===== src/rtl/product_accumulator.sv =====
// product_accumulator
//   Registered, flow-controlled sum-of-products stage behind the 3x3
//   multiplier. Products arrive over a valid/ready handshake. They are summed
//   into frames of COUNT products, or fewer when in_last ends a frame early.
//   Each frame result (sum, count, overflow) is held on a valid/ready output
//   until it is taken.
//
//   Optional build macro: ACC_SAT_EN
//     defined   - the sum clamps to 2^ACC_W-1 once it overflows and stays
//                 clamped for the rest of the frame
//     undefined - the sum wraps modulo 2^ACC_W
//   In both builds out_ovf reports that the frame overflowed.
module product_accumulator #(
  parameter int PROD_W = 7,
  parameter int ACC_W  = 9,
  parameter int COUNT  = 8,
  parameter int CNT_W  = $clog2(COUNT + 1)
) (
  input  logic              clk,
  input  logic              rst,
  input  logic              clear,
  input  logic              in_valid,
  output logic              in_ready,
  input  logic [PROD_W-1:0] in_prod,
  input  logic              in_last,
  output logic              out_valid,
  input  logic              out_ready,
  output logic [ACC_W-1:0]  out_sum,
  output logic [CNT_W-1:0]  out_cnt,
  output logic              out_ovf
);

  typedef enum logic {ACCUM = 1'b0, HOLD = 1'b1} state_t;

  state_t             state;
  logic [ACC_W-1:0]   acc;
  logic [CNT_W-1:0]   cnt;
  logic               ovf;

  logic [ACC_W:0]     sum_ext;
  logic               carry;
  logic               ovf_next;
  logic [ACC_W-1:0]   acc_next;
  logic [CNT_W-1:0]   cnt_next;
  logic               xfer;
  logic               frame_end;

  // Next accumulator value for the product on the input, one bit wider to
  // catch the carry-out.
  always_comb begin
    sum_ext  = {1'b0, acc} + (ACC_W+1)'(in_prod);
    carry    = sum_ext[ACC_W];
    ovf_next = ovf | carry;
`ifdef ACC_SAT_EN
    acc_next = ovf_next ? {ACC_W{1'b1}} : sum_ext[ACC_W-1:0];
`else
    acc_next = sum_ext[ACC_W-1:0];
`endif
    cnt_next  = cnt + CNT_W'(1);
    xfer      = in_valid & in_ready;
    frame_end = in_last | (cnt == CNT_W'(COUNT - 1));
  end

  // Frame accumulation, result hand-off and flow control. in_ready and
  // out_valid are plain registers, so no input reaches them combinationally.
  always_ff @(posedge clk or posedge rst) begin
    if (rst) begin
      state     <= ACCUM;
      acc       <= '0;
      cnt       <= '0;
      ovf       <= 1'b0;
      in_ready  <= 1'b0;
      out_valid <= 1'b0;
      out_sum   <= '0;
      out_cnt   <= '0;
      out_ovf   <= 1'b0;
    end else if (clear) begin
      // Abort: drop the partial frame and any held result. The out_* data
      // registers keep their last value because they are ignored while
      // out_valid is low.
      state     <= ACCUM;
      acc       <= '0;
      cnt       <= '0;
      ovf       <= 1'b0;
      in_ready  <= 1'b1;
      out_valid <= 1'b0;
    end else begin
      case (state)
        ACCUM: begin
          // This also raises in_ready on the first edge after reset.
          in_ready <= 1'b1;
          if (xfer) begin
            if (frame_end) begin
              out_sum   <= acc_next;
              out_cnt   <= cnt_next;
              out_ovf   <= ovf_next;
              out_valid <= 1'b1;
              in_ready  <= 1'b0;
              state     <= HOLD;
              acc       <= '0;
              cnt       <= '0;
              ovf       <= 1'b0;
            end else begin
              acc <= acc_next;
              cnt <= cnt_next;
              ovf <= ovf_next;
            end
          end
        end
        HOLD: begin
          // in_ready is low here, so no product can be accepted and none
          // is lost. Return to ACCUM once the result is taken.
          if (out_ready) begin
            out_valid <= 1'b0;
            in_ready  <= 1'b1;
            state     <= ACCUM;
          end
        end
        default: state <= ACCUM;
      endcase
    end
  end

endmodule


===== config.mk =====
export PLATFORM = sky130hd
export DESIGN_NAME = product_accumulator
export DESIGN_NICKNAME = d
export VERILOG_FILES = /design/src/rtl/product_accumulator.sv
export SDC_FILE = /design/constraint.sdc
export NUM_CORES = 1
export LEC_CHECK = 0
export CAP_MARGIN = 30
export CORE_ASPECT_RATIO = 0.5
export CORE_MARGIN = 1
export CORE_UTILIZATION = 40
export DETAILED_ROUTE_END_ITERATION = 12
export GPL_TIMING_DRIVEN = 0
export PLACE_DENSITY = 0.72
export SYNTH_ARGS = -nofsm -noshare
export SYNTH_HDL_FRONTEND = slang
export SYNTH_SLANG_ARGS = --single-unit
export TNS_END_PERCENT = 30

===== constraint.sdc =====
create_clock -name clk -period 3.95 [get_ports clk]
set_input_delay 0.395 -clock clk [delete_from_list [all_inputs] [get_ports clk]]
set_output_delay 0.395 -clock clk [all_outputs]
set_load 0.05 [all_outputs]

==> results.ini <==
[setup_path]
crit_required_ns = 4.13
critical_path_peak_fanout = 3
worstPathArrival_ns = 2.68
reg2reg_depth = 6
crit_path_start_kind = primary input
crit_type = in -> reg
critPathCaptureType = flop

[clock_network]
cts_htree_levels = 2
clk_latency_ns = 0.29
cts_buffer_depth = 2
root_buffer = clkbuf_8
cts_setup_buffers = 0
cts_resized = 0
cts_tree = done
hold_buffers = 0
cts_num_sinks = 31
path_clk_slew_ns = 0.07
cts_inserted_buffers = 5

[placement]
dp_hpwl_um = 2530
place_congestion = 0.797
port_buffers = 28

[min_path]
hp-class = in -> async

[power]
powerDensity_nw_per_um2 = 450
finalPower_mw = 0.929
peakVddDrop_mv = 0.193
cellLeakagePower_nw = 0.904

[layout]
drive_gt1_share_pct = 9.69
layout_common_cells = 31 x dfrtp_1, 28 x nand2_1, 28 x clkdlybuf4s50_1
n_antenna_cell = 0
final_util_pct = 56.7
areaGrowthSynthToFinish_pct = 28.1
fin_nets = 217
final_common_cell = dfrtp_1

[sta]
slew_headroom_pct = 53.2
fin_crit_sh_pct = 63.2
finalCriticalPeriod_ns = 2.50
slew_violations = 0
fin_worst_skew_ns = 0.00612
fin_tns_setup_ns = 0
tightest_slew_ns = 0.698
setup_viol = 0
fmax_mhz = 400
rsz0062_at_grt = false
final-hold-violation-count = 0

[floorplanning]
core_area_um2 = 3640
die_w_um = 91.8
initial_core_util_pct = 44.3
placementRows = 15
ios = 29
die_area_um2 = 4310
die_y_um = 46.9

[yosys]
ys_types = 41
ys_seq_elements = 31
yosysWarnings = 0
yosysSeqAreaShare_pct = 48.1
ys.flop_type = dfrtp_1
ys_async_sr_fraction_pct = 100
synth_nets = 181
syn_inst = 159
synth-edff-count = 0
netlist_area_um2 = 1610
synth_area_per_cell_um2 = 10.1

[run]
drv_cap = 0

[detailed_routing]
dr.pass1.iters = 4
wl_per_cell_um = 13.7
ant_nets = 0
route.detailed.drc = 0
drt-vias-per-instance = 5.18
vias = 1280
wirelength_um = 3370
drt-initial-drc-count = 36

[outcome]
status = complete, no violations

[grt]
grt_pass1_wl_um = 5740
grt_usage_pct = 18.1
overflow = 0
grt_start_max_net_pins = 23
grt_pass1_vias = 1235
antenna_found_initial = 0

-- power by group --
| part | internal, mW | switching [mW] | leakage, nW |
|---|---|---|---|
| sequential | 0.358 | 0.0237 | 0.406 |
| clock | 0.123 | 0.116 | 0.0422 |
| combinational | 0.113 | 0.196 | 0.455 |
| total | 0.594 | 0.335 | 0.904 |
-- worst paths after layout --
| path | slack, ns | to | start |
|---|---|---|---|
| setup / recovery | 1.45 | acc[6]$_DFFE_PP0P_ | in_prod[0] |
| hold / removal | 0.42 | cnt[3]$_DFFE_PP0P_ | rst |
| setup reg to reg | 1.61 | acc[6]$_DFFE_PP0P_ | acc[0]$_DFFE_PP0P_ |
| hold reg to reg | 0.48 | out_sum[7]$_DFFE_PP0P_ | out_sum[7]$_DFFE_PP0P_ |
| max in group asynchronous | 3.07 | out_sum[4]$_DFFE_PP0P_ | rst |
| min in group clk | 0.48 | out_sum[7]$_DFFE_PP0P_ | out_sum[7]$_DFFE_PP0P_ |
-- per-stage QoR --
step / hold slack [ns] / cell area [um^2] / std cells / worst slack, ns
5_1_grt: 0.449 / 2070 / 247 / 1.36
4_1_cts: 0.420 / 2070 / 247 / 1.45
3_3_place_gp: 0.459 / 1960 / 238 / 1.20
2_1_floorplan: 0.454 / 1610 / 159 / 1.83
6_report: 0.416 / 2070 / 247 / 1.45
3_5_place_dp: 0.466 / 1980 / 239 / 1.17
-- registers in the layout, indices dropped and copies added, names as in the netlist --
| signal | flops |
|---|---|
| in_ready | 1 |
| out_sum | 9 |
| acc | 9 |
| out_ovf | 1 |
| ovf | 1 |
| cnt | 4 |
| state | 1 |
| out_cnt | 4 |
| out_valid | 1 |
-- worst max-delay path, stage by stage --
cell and delay (ns):
clkdlybuf4s50_1 0.41, ha_1 0.24, fa_1 0.43, a211oi_1 0.43, o21ai_0 0.18, a211o_1 0.33
a32o_1 0.27
-- cell type report --
cell class | instances | area (um^2)
well taps | 51 | 63.8
fillers | 348 | 1580
clock buffers | 7 | 76.3
clock inverters | 1 | 5.00
repair buffers | 29 | 308
multi-input cells | 119 | 795
inverters | 4 | 15.0
plain buffers | 5 | 27.5
flip-flops and latches | 31 | 776
-- Yosys cell counts (2+ instances only) --
| master | number | area share (%) |
|---|---|---|
| dfrtp_1 | 31 | 48 |
| nand2_1 | 28 | 6.5 |
| o21ai_0 | 20 | 6.2 |
| ha_1 | 8 | 6.2 |
| nor2_1 | 6 | 1.4 |
| a21oi_1 | 5 | 1.6 |
| a22o_1 | 4 | 2.2 |
| inv_1 | 4 | 0.93 |
| nand3_1 | 4 | 1.2 |
| xnor2_1 | 4 | 2.2 |
| a21o_1 | 3 | 1.4 |
| clkbuf_1 | 3 | 0.70 |
| nor3_1 | 3 | 0.93 |
| or3_1 | 3 | 1.2 |
| a211o_1 | 2 | 1.1 |
| a31o_2 | 2 | 1.1 |
| a31oi_1 | 2 | 0.78 |
| and2_1 | 2 | 0.78 |
| nand4_1 | 2 | 0.78 |
| o211ai_1 | 2 | 0.93 |
-- layer usage --
layer  routed length, um  GRT usage [%]  part of all wire [%]
met5                   0              0                     0
met4                  40           7.81                   1.2
met3                 135           5.50                   4.0
met2                1490           29.3                    44
met1                1700           23.4                    50
-- cells by family (layout without fill, tap and decap cells) --
logic type	Yosys count	after routing	share of synthesized area [%]
AO/OA/AOI/OAI	52	52	22.0
multiplexers	1	1	0.698
buffers and inverters	9	46	2.64
AND/OR/NAND/NOR	52	52	16.4
flip-flops	31	31	48.1
XOR/XNOR	5	5	2.72
adder cells (fa/ha/maj)	9	9	7.45
No activity file was read; power rests on OpenSTA's default activity.
